$ cat src/rtl/cpu_pkg.sv
// Shared types and constants for the instruction-cycle sequencer.
package cpu_pkg;

  typedef enum logic [2:0] {
    IDLE,
    FETCH,
    DECODE,
    INDIRECT,
    EXEC_MEM,
    EXEC_REG,
    HALT,
    FAULT
  } state_t;

  localparam logic [2:0]  OPC_REG     = 3'd7;
  localparam logic [15:0] INSTR_HLT   = 16'h7001;
  localparam logic [1:0]  ADDR_SEL_PC = 2'd0;
  localparam logic [1:0]  ADDR_SEL_AR = 2'd1;

  // Busy covers every state in which an instruction is in flight.
  function automatic logic is_busy(input state_t s);
    return !(s inside {IDLE, HALT, FAULT});
  endfunction

endpackage

$ cat src/rtl/seq_counter.sv
// Saturating up-counter with synchronous clear; T-state counter and memory wait counter.
module seq_counter #(
  parameter int unsigned W = 4
) (
  input  logic         clk,
  input  logic         reset,
  input  logic         clr,
  input  logic         en,
  output logic [W-1:0] cnt
);

  localparam logic [W-1:0] CNT_MAX = '1;

  always_ff @(posedge clk) begin
    if (reset || clr) begin
      cnt <= '0;
    end else if (en && (cnt != CNT_MAX)) begin
      cnt <= cnt + W'(1);
    end
  end

endmodule

$ cat src/rtl/instr_cycle_sequencer.sv
// Fetch/decode/indirect/execute sequencer for the 16-bit CPU.
// Define MEM_TIMEOUT_EN to fault on a memory read that is never acknowledged.
module instr_cycle_sequencer
  import cpu_pkg::*;
#(
  parameter int unsigned SC_W        = 4,
  parameter int unsigned CNT_W       = 16,
  parameter int unsigned TIMEOUT_CYC = 15
) (
  input  logic             clk,
  input  logic             reset,
  input  logic             i_start,
  input  logic [15:0]      i_ir,
  input  logic             i_mem_ack,
  input  logic             i_exec_done,
  output logic             o_mem_req,
  output logic [1:0]       o_addr_sel,
  output logic             o_ld_ir,
  output logic             o_inc_pc,
  output logic             o_ld_ar,
  output logic             o_ld_ar_ind,
  output logic             o_exec_mem,
  output logic             o_exec_reg,
  output logic [SC_W-1:0]  o_sc,
  output logic [CNT_W-1:0] o_instr_cnt,
  output logic             o_busy,
  output logic             o_halted,
  output logic             o_fault
);

  if (TIMEOUT_CYC == 0) begin : g_bad_timeout
    $error("instr_cycle_sequencer: TIMEOUT_CYC must be nonzero");
  end

  state_t           state;
  state_t           next_state;
  logic             retire;
  logic             timeout;
  logic             sc_clr;
  logic [CNT_W-1:0] instr_cnt;

  always_ff @(posedge clk) begin
    if (reset) begin
      state <= IDLE;
    end else begin
      state <= next_state;
    end
  end

  // Next state and retirement strobe.
  always_comb begin
    next_state = state;
    retire     = 1'b0;
    case (state)
      IDLE:     if (i_start) next_state = FETCH;
      FETCH: begin
        if (i_mem_ack)    next_state = DECODE;
        else if (timeout) next_state = FAULT;
      end
      DECODE: begin
        if (i_ir == INSTR_HLT) begin
          next_state = HALT;
          retire     = 1'b1;
        end else if (i_ir[14:12] == OPC_REG) begin
          next_state = EXEC_REG;
        end else if (i_ir[15]) begin
          next_state = INDIRECT;
        end else begin
          next_state = EXEC_MEM;
        end
      end
      INDIRECT: begin
        if (i_mem_ack)    next_state = EXEC_MEM;
        else if (timeout) next_state = FAULT;
      end
      EXEC_MEM: begin
        if (i_exec_done) begin
          next_state = FETCH;
          retire     = 1'b1;
        end
      end
      EXEC_REG: begin
        next_state = FETCH;
        retire     = 1'b1;
      end
      HALT:     if (i_start) next_state = FETCH;
      FAULT:    next_state = FAULT;
      default:  next_state = IDLE;
    endcase
  end

  // Moore level outputs.
  always_comb begin
    o_mem_req  = 1'b0;
    o_addr_sel = ADDR_SEL_PC;
    o_ld_ar    = 1'b0;
    o_exec_mem = 1'b0;
    o_exec_reg = 1'b0;
    o_halted   = 1'b0;
    case (state)
      FETCH:    o_mem_req = 1'b1;
      DECODE:   o_ld_ar = 1'b1;
      INDIRECT: begin
        o_mem_req  = 1'b1;
        o_addr_sel = ADDR_SEL_AR;
      end
      EXEC_MEM: o_exec_mem = 1'b1;
      EXEC_REG: o_exec_reg = 1'b1;
      HALT:     o_halted = 1'b1;
      default:  ;
    endcase
  end

  // Load strobes fire in the ack cycle; a simultaneous reset suppresses them.
  assign o_ld_ir     = (state == FETCH) && i_mem_ack && !reset;
  assign o_inc_pc    = o_ld_ir;
  assign o_ld_ar_ind = (state == INDIRECT) && i_mem_ack && !reset;
  assign o_busy      = is_busy(state);

  // T-state restarts on every entry into FETCH and only advances while busy.
  assign sc_clr = (next_state == FETCH) && (state != FETCH);

  seq_counter #(.W(SC_W)) u_sc (
    .clk   (clk),
    .reset (reset),
    .clr   (sc_clr),
    .en    (o_busy),
    .cnt   (o_sc)
  );

  always_ff @(posedge clk) begin
    if (reset) begin
      instr_cnt <= '0;
    end else if (retire) begin
      instr_cnt <= instr_cnt + CNT_W'(1);
    end
  end

  assign o_instr_cnt = instr_cnt;

`ifdef MEM_TIMEOUT_EN
  localparam int unsigned WAIT_W = $clog2(TIMEOUT_CYC + 1);

  logic [WAIT_W-1:0] wait_cnt;
  logic              wait_clr;
  logic              wait_en;

  assign wait_clr = (o_mem_req && i_mem_ack) || (next_state != state);
  assign wait_en  = (state == FETCH) || (state == INDIRECT);

  seq_counter #(.W(WAIT_W)) u_wait (
    .clk   (clk),
    .reset (reset),
    .clr   (wait_clr),
    .en    (wait_en),
    .cnt   (wait_cnt)
  );

  // Current cycle is the TIMEOUT_CYC-th consecutive one without an ack.
  assign timeout = (wait_cnt == WAIT_W'(TIMEOUT_CYC - 1));
  assign o_fault = (state == FAULT);
`else
  assign timeout = 1'b0;
  assign o_fault = 1'b0;
`endif

endmodule

$ cat config.mk
export PLATFORM = sky130hd
export DESIGN_NAME = instr_cycle_sequencer
export DESIGN_NICKNAME = d
export VERILOG_FILES = /design/src/rtl/cpu_pkg.sv /design/src/rtl/seq_counter.sv /design/src/rtl/instr_cycle_sequencer.sv
export SDC_FILE = /design/constraint.sdc
export NUM_CORES = 1
export LEC_CHECK = 0
export ABC_AREA = 1
export CORE_MARGIN = 2
export CORE_UTILIZATION = 46
export CTS_CLUSTER_SIZE = 28
export DETAILED_ROUTE_END_ITERATION = 8
export PLACE_DENSITY = 0.8
export SYNTH_ARGS = -nofsm -noshare
export SYNTH_HDL_FRONTEND = slang
export SYNTH_SLANG_ARGS = --single-unit
export TNS_END_PERCENT = 30
$ cat constraint.sdc
create_clock -name clk -period 1.8 [get_ports clk]
set_input_delay 0.36 -clock clk [delete_from_list [all_inputs] [get_ports clk]]
set_output_delay 0.36 -clock clk [all_outputs]
set_load 0.1 [all_outputs]
==> results.toml, run 1 <==
[grt]
pin_count_of_the_biggest_net_entering_global_routing = 16
globalRoute.totalOverflow = 0
grt_antenna_before_repair = 0
first_global_vias = 1746
globalRouteTotalUtil = 0.222
grt_first_pass_wirelength_um = 7400

[layout]
most-common-layout-cells = "sky130_fd_sc_hd__nand2_1 (54), sky130_fd_sc_hd__nor2_1 (34), sky130_fd_sc_hd__nand3_1 (32), sky130_fd_sc_hd__buf_12 (32)"
layout_commonest_cell = "sky130_fd_sc_hd__nand2_1"
final_cell_area_mm2 = 0.00273
number_of_non_filler_instances_in_the_completed_layout = 367
n_antenna_cell = 0
drive_gt1_frac = 0.312
num-nets-final = 345
area_growth_pct = 67.5

[worst_setup_path]
cell_repeated_most_along_the_worst_path = "sky130_fd_sc_hd__nor2_4"
worst-setup-path-type = "flip-flop to output port"
worst_setup_path_end_kind = "output port"
crit_chain = "inv_4 > nand3_4 > nor2_4 > inv_2 > nor2_4 > buf_12"
timing.critical_path.max_delay_family = "flip-flops"
critPathArrivalTime_ns = 1.45
cp_num_buf_inv = 3
max_fanout_on_critical_path = 6
worst_path_max_delay_cell = "sky130_fd_sc_hd__dfxtp_4"
critical_path_required_ns = 1.44
worst_path_largest_cell_delay_ns = 0.40
worst_setup_path_start_kind = "flip-flop"

[routing]
drc = 0
detailedRoute.firstPassIterationCount = 4
vias_per_cell = 5.11
drt.antenna.violating_nets = 0
num_vias = 1874
dr.first_iter.drc_count = 102
wl_um = 4480
wire_per_inst_um = 12.2

[placement]
placed_cell_area_mm2 = 0.00259
gpl.final_weighted_congestion = 0.911
portBuffers = 50
dp_hpwl_um = 3340
dp.cells = 354
post-place-ws_ns = -0.0876

[power_and_ir_drop]
clock_power_share = 0.149
max-vdd-ir-drop_mv = 0.387
power.share.combinational = 0.514
seqPwrFrac = 0.337
swShare = 0.445
p_leak_nw = 1.09
p_int_mw = 0.964
power_density_mw_per_mm2 = 637
p_total_mw = 1.74
net-switching-power_mw = 0.775

[job]
cap_violations = 0

[floorplan]
initial_core_util = 0.485
chipWidth_um = 63.5
dieArea_mm2 = 0.00404
die-height_um = 63.5
design.core.area_mm2 = 0.00336
top_level_port_count = 53
core.rowCount = 21

[sta]
post-route-period-util = 1.01
hold_violations = 0
timing.clock.skew_ns = 0.00203
setup_viol = 2
setup-tns-final_ns = -0.0241
finalWorstPathRequiredPeriod_ns = 1.81
highest_attainable_clock_frequency_mhz = 552
unrepaired_setup_endpoints_after_global_routing = "true"
final_max_slew_viol_count = 0
layout_setup_ws_ns = -0.0121

[clocking]
numCtsBuffers = 3
number_of_buffers_between_clock_root_and_the_deepest_sink = 2
clock_tree_from_tritoncts = "built"
root_buffer = "sky130_fd_sc_hd__clkbuf_4"
clock_tree.htree_level_count = 1
tritoncts_num_sinks = 23
clock_insertion_delay_worst_skew_ns = 0.32
clock_slew_at_reported_path_ffs_ns = 0.13
ctsHoldBuffers = 0

[hold_path]
min-delay-path-class = "input pin to flip-flop"

[yosys]
postSynthRegisterBits = 23
syn_area_mm2 = 0.00163
syn_avg_cell_area_um2 = 6.42
yosysUniqueCellTypes = 28
synth_sequential_area_ratio = 0.282
yosys_warn_count = 0
synth_cells = 254

[outcome]
outcome = "finished, violations left"
violations = "setup timing"
## power groups by stage
stage,sequential (mW),clock [mW],combinational [mW]
floorplan,0.637,0,0.476
global placement,0.593,0,0.772
detailed placement,0.594,0,0.781
CTS,0.587,0.256,0.817
global route,0.591,0.287,0.935
finish,0.586,0.259,0.893
## per-layer routing
layer | vias up | wire length (um) | global-route usage
li1 | 954 | - | -
met1 | 856 | 1960 | 0.288
met2 | 53 | 2260 | 0.374
met3 | 11 | 190 | 0.0304
met4 | 0 | 65 | 0.0842
met5 | - | 0 | 0
## through the flow
step	utilization	hold WS, ns
floorplan	-	0.526
global placement	0.771	0.530
detailed placement	0.771	0.532
CTS	0.789	0.551
global route	0.812	0.553
finish	0.812	0.532
## flip-flops by register name (all words and copies together), names as in the netlist
register     cells
o_instr_cnt     16
u_sc.cnt         4
state            3
## worst reg2reg max path: stages, from the launching register on
cell                      delay, ns
sky130_fd_sc_hd__dfxtp_4       0.41
sky130_fd_sc_hd__buf_4         0.15
sky130_fd_sc_hd__nor3_4        0.29
sky130_fd_sc_hd__buf_4         0.18
sky130_fd_sc_hd__nand3_4       0.07
sky130_fd_sc_hd__nand2_4       0.14
sky130_fd_sc_hd__buf_12        0.14
sky130_fd_sc_hd__nand2_2       0.05
sky130_fd_sc_hd__a21oi_2       0.10
## path summary, 6_finish.rpt
path | cells after the start | start | end | slack (ns)
min | 7 | i_mem_ack | state[0] | 0.53
max | 6 | state[2] | o_ld_ir | -0.01
min reg2reg | 2 | u_sc.cnt[3] | u_sc.cnt[3] | 0.56
max reg2reg | 8 | state[0] | o_instr_cnt[6] | 0.22
## Yosys cell counts (all sizes together)
master / number / area, um^2
nand2: 67 / 284
nor2: 41 / 159
nand3: 34 / 183
inv: 28 / 105
dfxtp: 23 / 460
a21oi: 19 / 133
buf: 9 / 65.1
nand4: 7 / 43.8
o21ai: 6 / 30.0
xor2: 6 / 52.6
nor3: 3 / 26.3
xnor2: 3 / 26.3
ha: 2 / 25.0
o21bai: 2 / 15.0
clkbuf: 1 / 3.75
conb: 1 / 3.75
nand3b: 1 / 7.51
o211ai: 1 / 7.51
## cell families after synthesis
group	after synthesis	synth area share
other cells	1	0.00230
xor+xnor	9	0.0484
fa+ha+maj	2	0.0153
buf+inv	38	0.107
flops	23	0.282
compound gates	28	0.114
simple gates	153	0.431
## cell type report
type	instances	area (um^2)
fillers	233	633
inverters	28	110
multi-input cells	194	1070
well taps	46	57.6
clock buffers	4	26.3
repair buffers	72	993
flip-flops and latches	23	472
## repair_timing
item                       in CTS  in global routing
gates resized for setup         7                  9
setup endpoints to repair       4                  6
buffers inserted                2                  7
pin swaps                       3                  6
Power figures use the tool's default switching activity.
==> run 2, diff against run 1 <==
CORE_UTILIZATION = 50   (was 46)
PLACE_DENSITY = 0.86   (was 0.8)
clock period = 2.27 ns   (was 1.8 ns; I/O delays follow)
==> run 2 against run 1 <==
The flow now finishes without violations. Register-to-register slack improved by 0.40 ns. Routed wire length decreased by 11%. Non-clock buffer count decreased by 20. Sequential power decreased by 22%. Clock skew decreased by 0.00077 ns. Clock-buffer cell count decreased by 1. Worst hold slack got worse by 0.012 ns. Cell count decreased by 6.0%. Die area decreased by 7.5%. Largest cell class unchanged. Total power decreased by 30%. Utilization decreased by 8.2 points.
==> results.toml, run 2 (same netlist as run 1, synthesis figures left out) <==
[worst_setup_path]
max_fanout_on_critical_path = 6
rr_endpoint = "o_instr_cnt[0]"
reg2reg_depth = 9
critPathArrivalTime_ns = 1.59
worst-setup-path-type = "flip-flop to output port"
critical_path_required_ns = 1.82
timing.rr.start = "state[2]"
worst_setup_path_start_kind = "flip-flop"
rrSetupSlack_ns = 0.62
worst_setup_path_end_kind = "output port"

[hold_path]
whs_endpoint = "u_sc.cnt[0]"
min-delay-path-class = "flip-flop to flip-flop"
min_path_cells = 2
min-delay-start = "u_sc.cnt[0]"

[power_and_ir_drop]
power_density_mw_per_mm2 = 543
swShare = 0.451
seqPwrFrac = 0.376
clock_power_share = 0.156
p_int_mw = 0.670
net-switching-power_mw = 0.549
max-vdd-ir-drop_mv = 0.403
power.share.combinational = 0.468
p_leak_nw = 0.909

[clocking]
numCtsBuffers = 3
post_cts_resize_count = 0
ctsHoldBuffers = 0
clock_tree_from_tritoncts = "built"
clock_tree.htree_level_count = 1
number_of_buffers_between_clock_root_and_the_deepest_sink = 2
tritoncts_num_sinks = 23
root_buffer = "sky130_fd_sc_hd__clkbuf_4"
clock_insertion_delay_worst_skew_ns = 0.31
clock_slew_at_reported_path_ffs_ns = 0.12
post_cts_buffers = 0

[layout]
area_growth_pct = 37.7
final_cell_area_mm2 = 0.00224
n_antenna_cell = 0
layout_commonest_cell = "sky130_fd_sc_hd__nand2_1"
finalCoreUtilization = 0.729
number_of_non_filler_instances_in_the_completed_layout = 345
num-nets-final = 325
most-common-layout-cells = "sky130_fd_sc_hd__nand2_1 (55), sky130_fd_sc_hd__nor2_1 (37), sky130_fd_sc_hd__nand3_1 (33)"
drive_gt1_frac = 0.239
largest_register_ffs = 16

[placement]
post-place-ws_ns = 0.260
dp.cells = 341
dp_hpwl_um = 3140
portBuffers = 50
placed_cell_area_mm2 = 0.00222
gpl.final_weighted_congestion = 0.851

[sta]
final_max_slew_viol_count = 0
post-route-period-util = 0.899
timing.clock.skew_ns = 0.00126
hold_violations = 0
setup-tns-final_ns = 0
finalWorstPathRequiredPeriod_ns = 2.04
layout_setup_ws_ns = 0.228
setup_viol = 0
highest_attainable_clock_frequency_mhz = 490
unrepaired_setup_endpoints_after_global_routing = "false"

[outcome]
outcome = "complete, no violations"

[routing]
vias_per_cell = 5.06
wl_met2_um = 2020
routedLengthMet1_um = 1750
wl_um = 3990
drt.antenna.violating_nets = 0
routed-wl-met3_um = 175
drc = 0
dr.first_iter.drc_count = 72
detailedRoute.firstPassIterationCount = 4
wire_per_inst_um = 11.6
highest-signal-layer = "met4"
num_vias = 1746

[floorplan]
chipWidth_um = 61.1
top_level_port_count = 53
dieArea_mm2 = 0.00373
initial_core_util = 0.530
core.rowCount = 20
design.core.area_mm2 = 0.00308
die-height_um = 61.1

[grt]
globalRoute.totalOverflow = 0
first_global_vias = 1567
grt_first_pass_wirelength_um = 6800
globalRouteTotalUtil = 0.239
pin_count_of_the_biggest_net_entering_global_routing = 19
grt_antenna_before_repair = 0

[job]
cap_violations = 0
run 2: cell count changes in the layout (fill, tap and decap cells not counted), moves of 3 or more:
cell,delta
sky130_fd_sc_hd__buf_12,-22
sky130_fd_sc_hd__dfxtp_4,-3
sky130_fd_sc_hd__nor2_1,+3
sky130_fd_sc_hd__inv_1,+3
sky130_fd_sc_hd__nor2_4,-3
run 2: worst max path at each step:
stage	start	endpoint	slack, ns
2_1_floorplan	state[0]	o_ld_ar_ind	-0.16
3_3_place_gp	i_mem_ack	o_inc_pc	0.30
3_5_place_dp	i_ir[14]	o_instr_cnt[0]	0.26
4_1_cts	state[0]	o_busy	0.13
5_1_grt	state[2]	o_busy	0.1
6_report	state[2]	o_busy	0.23
run 2: worst max-delay path, cell delays in order, from the launching register on:
cell	delay, ns
sky130_fd_sc_hd__dfxtp_1	0.55
sky130_fd_sc_hd__inv_2	0.09
sky130_fd_sc_hd__nand3_1	0.09
sky130_fd_sc_hd__nand2_1	0.07
sky130_fd_sc_hd__nor2_2	0.26
sky130_fd_sc_hd__buf_12	0.22
run 2: final cells by class:
type,instances,area [um^2]
Multi-Input combinational cell,194,1030
Fill cell,266,833
Timing Repair Buffer,52,566
Sequential cell,23,463
Inverter,28,105
Tap cell,44,55.1
Clock buffer,3,22.5
Clock inverter,1,5.00
run 2: layer usage:
metal / vias to the layer above / GRT usage
li1: 907 / -
met1: 795 / 0.298
met2: 36 / 0.413
met3: 8 / 0.0525
met4: 0 / 0.0652
met5: - / 0
run 2: power groups by stage:
| stage | registers (mW) | logic, mW | clock network [mW] |
|---|---|---|---|
| floorplan | 0.503 | 0.364 | 0 |
| global placement | 0.463 | 0.567 | 0 |
| detailed placement | 0.465 | 0.572 | 0 |
| CTS | 0.456 | 0.573 | 0.195 |
| global route | 0.461 | 0.603 | 0.217 |
| finish | 0.458 | 0.571 | 0.190 |
run 2: metrics by stage:
stage	power, mW	hold slack, ns
3_5_place_dp	1.04	0.505
4_1_cts	1.22	0.525
3_3_place_gp	1.03	0.494
2_1_floorplan	0.867	0.623
5_1_grt	1.28	0.550
6_report	1.22	0.520
==> RTL change 1 (settings of run 1) <==
Add a define of `MEM_TIMEOUT_EN`.
--- a/src/rtl/instr_cycle_sequencer.sv
+++ b/src/rtl/instr_cycle_sequencer.sv
@@ -1,5 +1,7 @@
 // Fetch/decode/indirect/execute sequencer for the 16-bit CPU.
 // Define MEM_TIMEOUT_EN to fault on a memory read that is never acknowledged.
+`define MEM_TIMEOUT_EN
+
 module instr_cycle_sequencer
   import cpu_pkg::*;
 #(
Check against the original RTL: same outputs for any inputs over 10 cycles, from zero or initial values and one cycle with reset high; that may be too few to reach the edited logic, so the function may still have changed.
==> RTL change 1 against run 1 <==
The flow still finishes with violations (negative setup slack). Sequential power is 9.4% higher. Wire length increased by 12%. Cell area is 3.0% higher. Clock power grew 12%. Area after synthesis up 3.5%. Count of clock-buffer cells in the layout down 1. Sequential share of layout area up 2.3 points. Critical path type unchanged. Largest cell class unchanged. Largest power group is now sequential cells. Setup slack got worse by 0.0096 ns. Clock skew is 0.011 ns higher. Sequential cell count rose by 4. Total power decreased by 18%. Via count grew 4.5%.
==> RTL change 1: results (changes against run 1) <==
stage	metric	value	unit	change
yosys	synthTopCellsByArea	dfxtp_1 32%, nand2_1 13%, nor2_1 6.9%, inv_1 6.5%, nand3_1 5.6%		
global_route	grt_max_degree	17		+1
run_status	status	finished, violations left		
finish	drive_above_1_share	27.3	%	-3.9 points
clock_network	path_clk_slew	0.17	ns	+0.04 ns
finish	n_fill_cell	205		-12%
place	hpwlAfterDp	3.54	mm	+5.9%
pwr	leakage	1.11	nW	+2.0%
drt	drtIter0Drc	90		-12%
place	placed_area	0.00269	mm²	+3.6%
place	placed_cells	364		+2.8%
sta	clock_skew	0.0128	ns	+0.0108 ns
run_status	violations	negative setup slack		
global_route	first_global_vias	1957		+12%
drt	routed_wl	5.00	mm	+12%
min_path	hold_path_class	reg -> reg		
sta	setup_viol	3		+1
setup_path	critPathMaxFanout	4		-2
global_route	grt_pass1_wl	8.51	mm	+15%
drt	via_per_inst	5.21		+2.0%
yosys	syn-mean-instance-area	6.54	µm²	+1.8%
yosys	synth_seq_area_share	32.0	%	+3.8 points
place	place_congestion	0.901		-1.1%
yosys	netlist_top_cells_count	57 x nand2_1, 31 x nor2_1, 29 x inv_1, 27 x dfxtp_1, 19 x nand3_1		
yosys	yosysUniqueCellTypes	31		+11%
sta	finalWorstSetupSlack	-0.0217	ns	-0.00958 ns
RTL change 1: path summary, 6_finish.rpt:
| path | startpoint | endpoint | slack, ns | cells after the start |
|---|---|---|---|---|
| setup / recovery | state[1]$_SDFF_PP0_ | o_inc_pc | -0.02 | 4 |
| hold / removal | o_instr_cnt[9]$_SDFFE_PP0P_ | o_instr_cnt[9]$_SDFFE_PP0P_ | 0.55 | 2 |
| setup reg to reg | u_wait.cnt[0]$_SDFFE_PP0P_ | u_sc.cnt[2]$_SDFFE_PP0P_ | 0.15 | 10 |
| hold reg to reg | o_instr_cnt[9]$_SDFFE_PP0P_ | o_instr_cnt[9]$_SDFFE_PP0P_ | 0.55 | 2 |
RTL change 1: kinds of logic (layout without fill, tap and decap cells):
kind of cell	count (synthesis)	after routing	share of synthesized area (%)
AO/OA/AOI/OAI	38	38	12.2
XOR/XNOR	8	8	4.15
adder cells (fa/ha/maj)	4	4	2.97
buffers and inverters	40	112	9.79
flip-flops	27	27	32.0
other	1	1	0.222
AND/OR/NAND/NOR	140	140	38.6
RTL change 1: cell type report:
type | instances | area [µm²] | share of cell area [%]
multi-input cells | 191 | 1040 | 37.1
repair buffers | 73 | 988 | 35.1
flip-flops and latches | 27 | 552 | 19.6
inverters | 35 | 143 | 5.07
well taps | 46 | 57.6 | 2.05
clock buffers | 3 | 22.5 | 0.801
clock inverters | 1 | 7.51 | 0.267
RTL change 1: per-layer routing:
| metal | up-vias | global-route usage (%) | routed length (µm) |
|---|---|---|---|
| met3 | 13 | 4.17 | 313 |
| met5 | - | 0 | 0 |
| met1 | 877 | 29.9 | 2020 |
| li1 | 986 | - | - |
| met2 | 82 | 45.2 | 2580 |
| met4 | 0 | 12.0 | 95 |
RTL change 1: stage by stage:
stage	hold WS, ns	utilization, %
6_report	0.548	82.3
5_1_grt	0.566	82.3
4_1_cts	0.545	82.0
3_5_place_dp	0.524	78.6
3_3_place_gp	0.524	78.6
2_1_floorplan	0.551	-
RTL change 1: power groups by stage:
stage	sequential, W	combinational [W]	clock (W)
finish	0.000641	0.000487	0.000291
global route	0.000644	0.000519	0.000318
CTS	0.000641	0.000475	0.000290
detailed placement	0.000655	0.000453	0
global placement	0.000654	0.000447	0
floorplan	0.000697	0.000237	0
RTL change 1: worst register-to-register path, stage by stage (launching register included):
cell and delay [ns]:
dfxtp_1 0.43, inv_1 0.06, ha_1 0.19, nand3_1 0.13, nand3_1 0.09, nand2_1 0.07, nand2_1 0.07, nor3b_2 0.21
nand3_1 0.11, nand2_1 0.15, nor2_1 0.06
RTL change 1: repair_timing:
action	4_1_cts	5_1_grt
hold endpoints to repair	0	0
setup buffers	8	0
endpoints found under the setup margin	6	7
pin swaps	1	0
resized for setup	10	5
==> RTL change 2 (flow settings as in run 1) <==
Without the edit above. Put one more register stage on the output `o_instr_cnt`, cleared by the reset. The value now appears one clock later. The other outputs are not delayed to match.
--- a/src/rtl/instr_cycle_sequencer.sv
+++ b/src/rtl/instr_cycle_sequencer.sv
@@ -136,7 +136,13 @@
     end
   end
 
-  assign o_instr_cnt = instr_cnt;
+  always_ff @(posedge clk) begin
+    if (reset) begin
+      o_instr_cnt <= '0;
+    end else begin
+      o_instr_cnt <= instr_cnt;
+    end
+  end
 
 `ifdef MEM_TIMEOUT_EN
   localparam int unsigned WAIT_W = $clog2(TIMEOUT_CYC + 1);
Formal check against the unedited RTL: not equivalent (a bounded check fails within 4 cycles, from zero or initial values and one cycle with reset high).
==> RTL change 2 against run 1 <==
Global-route usage decreased by 0.67 points. Cell area increased by 8.0%. Wire length grew 1.6%. Area after synthesis up 19%. Final cell count grew 5.4%. Setup slack improved by 0.051 ns. Register-to-register slack improved by 0.06 ns. Total power is 41% higher. Sequential cell count up 16. Largest cell class unchanged. Largest power group is now sequential cells.
==> RTL change 2: results (changes against run 1) <==
stage	metric	value	unit	change
finish	inverters	40		+43%
pwr	peakVddDrop	0.422	mV	+9.1%
finish	clockNetworkAreaShare	2.97	%	+2.0 points
clock_network	path_clk_slew	0.07	ns	-0.06 ns
yosys	synth_xor_area_share	4.53	%	-0.30 points
global_route	first_global_vias	1784		+2.2%
place	hpwlAfterDp	3.46	mm	+3.4%
min_path	whs_path_depth	2		-5
global_route	grt_pass1_wl	7.67	mm	+3.7%
finish	buffers	57		-21%
finish	multi_input_area	978	µm²	-8.6%
sta	clock_skew	0.00271	ns	+0.000677 ns
yosys	syn_inst	282		+11%
finish	seq_area	792	µm²	+68%
run_status	status	finished clean		
place	pre_cts_slack	-0.0111	ns	+0.0765 ns
setup_path	cpLargestDelayFamily	simple AND/OR/NAND/NOR gates		
finish	final_util	73.2	%	-8.0 points
setup_path	rr_worst_depth	7		-1
finish	drive_above_1_share	21.7	%	-9.5 points
setup_path	timing.rr.end	instr_cnt[12]$_SDFFE_PP0P_		
finish	n_fill_cell	293		+26%
drt	routed_wl	4.55	mm	+1.6%
global_route	grt_max_degree	27		+11
sta	whs	0.483	ns	-0.0490 ns
clock_network	clock_latency	0.29	ns	-0.03 ns
floorplan	core-area	0.00403	mm²	+20%
min_path	hold_path_class	reg -> reg		
min_path	min-delay-start	instr_cnt[14]$_SDFFE_PP0P_		
place	place_congestion	0.893		-2.0%
yosys	synthTopCellsByArea	dfxtp_1 40%, nand2_1 11%, nor2_1 9.5%, inv_1 7.0%, nand3_1 6.0%		
finish	nets	360		+4.3%
yosys	netlist_top_cells_count	58 x nand2_1, 49 x nor2_1, 39 x dfxtp_1, 36 x inv_1, 23 x nand3_1		
yosys	synth-seq-cells	39		+70%
setup_path	r2r_start	instr_cnt[1]$_SDFFE_PP0P_		
place	placed_cells	376		+6.2%
clock_network	htreeDepth	2		+1
place	placed_area	0.00281	mm²	+8.3%
setup_path	critPathArrivalTime	1.40	ns	-0.05 ns
pwr	leakage	1.17	nW	+7.6%
finish	layout.nonclk_buf_share	29.4	%	-6.9 points
setup_path	r2r_slack	0.28	ns	+0.06 ns
clock_network	numCtsBuffers	5		+2
setup_path	max_stage_delay	0.38	ns	-0.02 ns
drt	drtIter0Drc	113		+11%
clock_network	root_buffer	clkbuf_8		
yosys	synth-compound-area-share	7.38	%	-4.0 points
RTL change 2: worst max path at each step:
stage | endpoint | slack (ns)
after global placement | o_inc_pc | 0.02
final | o_ld_ir | 0.04
after global routing | o_inc_pc | -0.02
after floorplan | o_exec_reg | -0.21
after detailed placement | o_ld_ir | -0.01
after CTS | o_ld_ir | 0.004
RTL change 2: report_power, final:
part / total (W) / internal (W) / leakage, nW / switching (W)
clock: 0.000588 / 0.000300 / 0.0470 / 0.000288
combinational: 0.000911 / 0.000319 / 0.810 / 0.000592
sequential: 0.000954 / 0.000896 / 0.317 / 0.0000573
RTL change 2: layer usage:
| metal | vias to the layer above | GRT usage, % | wire length (µm) |
|---|---|---|---|
| li1 | 987 | - | - |
| met1 | 870 | 25.8 | 1910 |
| met2 | 62 | 37.4 | 2340 |
| met3 | 7 | 5.36 | 241 |
| met4 | 0 | 7.60 | 63 |
| met5 | - | 0 | 0 |
